### src/rtl/hotp_truncate.sv
// hotp_truncate: HOTP/TOTP dynamic truncation and decimal conversion.
//
// Takes a finished HMAC digest one byte per cycle, byte 0 first. It applies
// RFC 4226 dynamic truncation to get a 31-bit word P. A 31-step double-dabble
// pass turns P into ten BCD digits. The low DIGITS digits are then held for
// random-access readout.
//
// Parameters:
//   HASH_BYTES  digest length in bytes (20, 32 or 64)
//   DIGITS      code length in decimal digits (1..10)
//
// Ports:
//   clk        rising-edge clock
//   rst_n      synchronous active-low reset
//   restart    synchronous abort; acts like reset and blocks a concurrent byte
//   in_valid   digest byte present on in_data
//   in_data    digest byte
//   in_ready   a byte is accepted this cycle when in_valid is also high
//   out_valid  code is complete and stable
//   digit_sel  digit index, 0 = least significant
//   bcd        selected digit, 4'hF when blanked
//   segs       seven-segment pattern (gfedcba, active-high) of the selected digit
//
// Build option: define HOTP_TRUNC_SEGS_EN to include the seven-segment
// decoder. Without it, segs is tied to zero.

module hotp_truncate #(
  parameter int HASH_BYTES = 20,
  parameter int DIGITS     = 6
) (
  input  logic       clk,
  input  logic       rst_n,
  input  logic       restart,
  input  logic       in_valid,
  input  logic [7:0] in_data,
  output logic       in_ready,
  output logic       out_valid,
  input  logic [3:0] digit_sel,
  output logic [3:0] bcd,
  output logic [6:0] segs
);

  typedef enum logic [1:0] {ST_LOAD, ST_TRUNC, ST_CONV, ST_DONE} state_t;

  localparam int         BUF_W      = HASH_BYTES * 8;
  localparam logic [6:0] LAST_BYTE  = 7'(HASH_BYTES - 1);
  localparam logic [6:0] LAST_SHIFT = 7'd30;

  state_t             state_q;
  logic [6:0]         cnt_q;
  logic [BUF_W-1:0]   hbuf_q;
  logic [30:0]        p_q;
  logic [39:0]        dd_q;
  logic               rdy_q;
  logic               vld_q;
  logic [39:0]        dd_adj;

  // Dynamic truncation. The buffer shifts downward, so byte k ends up at
  // bits [8k +: 8]. The offset comes from the low nibble of the last byte.
  function automatic logic [30:0] trunc_word(input logic [BUF_W-1:0] b);
    logic [3:0]  off;
    logic [31:0] w;
    off = b[BUF_W-8 +: 4];
    w   = '0;
    for (int i = 0; i < 16; i++) begin
      if (off == 4'(i))
        w = {b[i*8 +: 8], b[(i+1)*8 +: 8], b[(i+2)*8 +: 8], b[(i+3)*8 +: 8]};
    end
    return w[30:0];
  endfunction

  // Double-dabble correction: any BCD digit >= 5 gets +3 before the shift.
  function automatic logic [39:0] dd_add3(input logic [39:0] v);
    logic [39:0] r;
    r = v;
    for (int d = 0; d < 10; d++) begin
      if (v[d*4 +: 4] >= 4'd5)
        r[d*4 +: 4] = v[d*4 +: 4] + 4'd3;
    end
    return r;
  endfunction

  assign dd_adj    = dd_add3(dd_q);
  assign in_ready  = rdy_q & ~restart;
  assign out_valid = vld_q;

  always_ff @(posedge clk) begin
    if (!rst_n || restart) begin
      state_q <= ST_LOAD;
      cnt_q   <= '0;
      dd_q    <= '0;
      rdy_q   <= 1'b1;
      vld_q   <= 1'b0;
    end else begin
      case (state_q)
        // Byte load stage
        ST_LOAD: begin
          if (in_valid) begin
            hbuf_q <= {in_data, hbuf_q[BUF_W-1:8]};
            if (cnt_q == LAST_BYTE) begin
              state_q <= ST_TRUNC;
              cnt_q   <= '0;
              rdy_q   <= 1'b0;
            end else begin
              cnt_q <= cnt_q + 7'd1;
            end
          end
        end
        // Truncation stage
        ST_TRUNC: begin
          p_q     <= trunc_word(hbuf_q);
          dd_q    <= '0;
          cnt_q   <= '0;
          state_q <= ST_CONV;
        end
        // Binary-to-BCD stage: one bit of P per cycle, MSB first
        ST_CONV: begin
          dd_q <= {dd_adj[38:0], p_q[30]};
          p_q  <= {p_q[29:0], 1'b0};
          if (cnt_q == LAST_SHIFT) begin
            state_q <= ST_DONE;
            cnt_q   <= '0;
            rdy_q   <= 1'b1;
            vld_q   <= 1'b1;
          end else begin
            cnt_q <= cnt_q + 7'd1;
          end
        end
        // Result hold stage. A new byte starts the next digest as byte 0.
        ST_DONE: begin
          if (in_valid) begin
            hbuf_q  <= {in_data, hbuf_q[BUF_W-1:8]};
            cnt_q   <= 7'd1;
            state_q <= ST_LOAD;
            vld_q   <= 1'b0;
          end
        end
        default: begin
          state_q <= ST_LOAD;
          cnt_q   <= '0;
          rdy_q   <= 1'b1;
          vld_q   <= 1'b0;
        end
      endcase
    end
  end

  // Readout. Digits above DIGITS and any digit without a valid result read as blank.
  always_comb begin
    bcd = 4'hF;
    if (vld_q) begin
      for (int i = 0; i < DIGITS; i++) begin
        if (digit_sel == 4'(i))
          bcd = dd_q[i*4 +: 4];
      end
    end
  end

`ifdef HOTP_TRUNC_SEGS_EN
  always_comb begin
    case (bcd)
      4'd0:    segs = 7'h3F;
      4'd1:    segs = 7'h06;
      4'd2:    segs = 7'h5B;
      4'd3:    segs = 7'h4F;
      4'd4:    segs = 7'h66;
      4'd5:    segs = 7'h6D;
      4'd6:    segs = 7'h7D;
      4'd7:    segs = 7'h07;
      4'd8:    segs = 7'h7F;
      4'd9:    segs = 7'h6F;
      default: segs = 7'h00;
    endcase
  end
`else
  assign segs = 7'h00;
`endif

endmodule
### config.mk
export PLATFORM = sky130hd
export DESIGN_NAME = hotp_truncate
export DESIGN_NICKNAME = d
export VERILOG_FILES = /design/src/rtl/hotp_truncate.sv
export SDC_FILE = /design/constraint.sdc
export NUM_CORES = 1
export LEC_CHECK = 0
export ABC_AREA = 0
export CAP_MARGIN = 20
export CORE_ASPECT_RATIO = 1.1
export CORE_MARGIN = 2
export CORE_UTILIZATION = 30
export DETAILED_ROUTE_END_ITERATION = 12
export SETUP_SLACK_MARGIN = 0.02
export SLEW_MARGIN = 30
export SYNTH_ARGS = -nofsm -noshare
export SYNTH_HDL_FRONTEND = slang
export SYNTH_SLANG_ARGS = --single-unit
### constraint.sdc
create_clock -name clk -period 16.39 [get_ports clk]
set_input_delay 2.4585 -clock clk [delete_from_list [all_inputs] [get_ports clk]]
set_output_delay 2.4585 -clock clk [all_outputs]
set_load 0.1 [all_outputs]
==> results.py <==
metrics = {
    "global_route": {
        "grt_pass1_wl_um": 58000,
        "grt_pass1_vias": 10100,
        "grtUsageTotal_pct": 16.1,
        "grt_overflow": 0,
        "grt_max_degree": 160,
        "antenna_found_initial": 0,
    },
    "cts": {
        "cts.path.max_buffers": 3,
        "path_clk_slew_ns": 0.06,
        "cts.sinks": 225,
        "insertion_delay_ns": 0.54,
        "cts_buffers": 26,
        "ctsHoldBuffers": 0,
        "cts_root_buf": "clkbuf_16",
        "cts_tree": "built",
        "ctsResizeCount": 0,
        "htreeDepth": 1,
        "cts_setup_buffers": 0,
    },
    "floorplanning": {
        "io_pins": 29,
        "initial_core_util_pct": 30.5,
        "die_x_um": 202,
        "rows": 79,
        "dieArea_mm2": 0.0449,
        "dieHeight_um": 222,
        "core_mm2": 0.0425,
    },
    "drt": {
        "drtAntennaViolNets": 0,
        "via_per_inst": 5.70,
        "first_iter_violations": 1129,
        "wl_met2_um": 17000,
        "top_layer": "met4",
        "wl_met1_um": 15900,
        "num_vias": 10500,
        "wire_per_inst_um": 20.2,
        "first_pass_iters": 5,
        "drc": 0,
        "route.met3.wl_um": 2580,
        "finalWirelength_um": 37200,
    },
    "sta": {
        "hold_viol_final": 0,
        "fin_skew_ns": 0.0134,
        "tightest_slew_ns": 1.13,
        "fin_crit_sh_pct": 45.7,
        "rsz0062_at_grt": "no",
        "finalMaxSlewViolations": 0,
        "slew_headroom_pct": 24.7,
        "setup_tns_ns": 0,
        "holdWs_ns": 0.415,
        "fin_crit_ns": 7.49,
        "finalSetupViolations": 0,
        "fmaxAchievable_mhz": 134,
    },
    "setup_path": {
        "cp_max_fo": 12,
        "crit_type": "in2out",
        "cp_top_family": "buffers and inverters",
        "cp_num_buf_inv": 2,
        "arrival_ns": 5.03,
        "cp_slowest_stage_delay_ns": 0.97,
        "crit_chain": "clkdlybuf4s50_1 > mux2_2 > mux2_2 > o221ai_1 > nand2_1 > clkdlybuf4s50_1",
        "crit_path_start_kind": "input port",
        "crit_required_ns": 13.93,
        "cp_slowest_cell": "clkdlybuf4s50_1",
        "endpoint_kind": "output port",
    },
    "layout": {
        "nets": 1287,
        "stdcell_count": 1841,
        "area_growth_syn_to_layout_pct": 10.7,
        "post-route-util_pct": 33.8,
        "drive_above_1_share_pct": 8.48,
        "fill_cells": 4355,
        "num_antenna_cells": 0,
    },
    "synth": {
        "synthArstFlopShare_pct": 0,
        "synth-compound-area-share_pct": 22.5,
        "synthSimpleGateAreaFrac_pct": 11.8,
        "avgSynthCellArea_um2": 10.1,
        "yosysWarnings": 0,
        "ys_seq_elements": 225,
        "synth-edff-count": 190,
        "synth_top_family_by_area": "compound AO/OA/AOI/OAI gates",
        "synth-seq-area-share_pct": 49.4,
        "syn_inst": 1284,
        "synth_area_mm2": 0.0130,
        "synthDistinctLibCells": 79,
        "synthAdderAreaFrac_pct": 1.64,
        "synth-xor-area-share_pct": 1.08,
        "ys.flop_type": "edfxtp_1",
        "synthMuxAreaShare_pct": 7.81,
    },
    "power": {
        "cellLeakagePower_nw": 4.71,
        "ir_worst_vdd_uv": 68.7,
        "power_w": 0.00136,
        "power_density_mw_per_mm2": 94.6,
    },
    "placed_design": {
        "routabilityCongestion": 0.867,
        "dpl.cell_count": 1793,
        "io_buffers": 21,
        "dp_hpwl_um": 23000,
    },
    "hold_path": {
        "hold_class": "reg2reg",
    },
    "job": {
        "cap_viol_max_count": 0,
    },
    "run_status": {
        "outcome": "complete, no violations",
    },
}
[registers in the layout, summed over array words and instances (netlist names)]
register / count
dd_q: 24
cnt_q: 7
state_q: 2
hbuf_q: 159
p_q: 31
out_valid: 1
rdy_q: 1
[final timing paths]
path,startpoint,endpoint,slack (ns),depth (start not counted)
setup reg to reg,hbuf_q[152],p_q[30],12.53,7
hold / removal,hbuf_q[158],hbuf_q[150],0.42,0
hold reg to reg,hbuf_q[158],hbuf_q[150],0.42,0
setup / recovery,digit_sel[0],bcd[2],8.90,6
[cells in the final DEF (no fill, tap or decap), types with 13 or more instances in the layout]
cell type and count:
ha_1 16, clkbuf_16 27, nor3_1 18, nand3_1 24, nand2_1 125, a211oi_1 14, nor2_1 103, edfxtp_1 190
o21ai_0 147, o211ai_1 22, dfxtp_1 35, o221ai_1 22, o22ai_1 29, a221oi_1 14, mux2_2 27, buf_4 16
clkdlybuf4s50_1 21, inv_1 23, nand2b_1 17, mux2i_1 55, nor2b_1 16, a21oi_1 111, o21ai_1 13
[power by group]
part	total (W)	internal, W	switching (W)	leakage, nW
logic	0.0000933	0.0000309	0.0000625	2.24
registers	0.000640	0.000631	0.00000972	2.02
clock network	0.000624	0.000377	0.000246	0.445
[per-layer routing]
metal / global-route usage, % / up-vias
met2: 25.3 / 443
met5: 0 / -
li1: - / 4824
met3: 2.04 / 95
met1: 21.8 / 5134
met4: 7.82 / 0
[Yosys cell counts, drive strengths merged (3+ instances only)]
master / count / share of area, %
edfxtp: 190 / 44
o21ai: 160 / 6.2
nand2: 125 / 3.6
a21oi: 111 / 4.3
nor2: 105 / 3.1
buf: 70 / 4.0
mux2i: 55 / 4.2
dfxtp: 35 / 5.4
clkbuf: 33 / 0.96
o22ai: 29 / 1.4
mux2: 27 / 2.3
inv: 25 / 0.72
nand3: 24 / 0.93
o211ai: 23 / 1.4
o221ai: 22 / 1.5
nor3: 19 / 0.73
nand2b: 18 / 0.89
ha: 17 / 1.6
nor2b: 16 / 0.77
a211oi: 14 / 0.81
a221oi: 14 / 0.95
a31oi: 12 / 0.58
a22oi: 11 / 0.64
o31ai: 10 / 0.58
xor2: 9 / 0.61
a221o: 7 / 0.54
mux4: 7 / 1.2
xnor2: 7 / 0.47
a21boi: 5 / 0.32
a22o: 5 / 0.34
a32oi: 5 / 0.34
and3: 5 / 0.24
nand4: 5 / 0.24
or3: 5 / 0.24
a2bb2oi: 4 / 0.27
and2: 4 / 0.19
nor4: 4 / 0.24
a2111oi: 3 / 0.26
a32o: 3 / 0.23
o211a: 3 / 0.23
o2bb2ai: 3 / 0.20
o32ai: 3 / 0.20
or2: 3 / 0.14
[logic make-up (layout without fill, tap and decap cells)]
| group | count (synthesis) | in the layout |
|---|---|---|
| multiplexers | 89 | 89 |
| AND/OR/NAND/NOR | 341 | 341 |
| other | 1 | 7 |
| XOR/XNOR | 16 | 16 |
| adder cells (fa/ha/maj) | 17 | 17 |
| buffers and inverters | 129 | 113 |
| AO/OA/AOI/OAI | 466 | 466 |
| flip-flops | 225 | 225 |
[stage by stage]
stage | worst slack, ns | area, um^2
2_1_floorplan | 2.11 | 13000
4_1_cts | 8.91 | 14300
3_5_place_dp | 8.91 | 13400
5_1_grt | 8.79 | 14300
3_3_place_gp | 8.96 | 13400
6_report | 8.90 | 14300
[final cells by class]
type                    count  area [um^2]  area share [%]
repair buffers             39          370            2.58
inverters                  26         97.6           0.680
clock inverters            14          181            1.26
clock buffers              34          732            5.10
multi-input cells         936         5850            40.8
well taps                 567          709            4.95
flip-flops and latches    225         6410            44.7
Note: power is estimated with default switching activity, not from simulation.
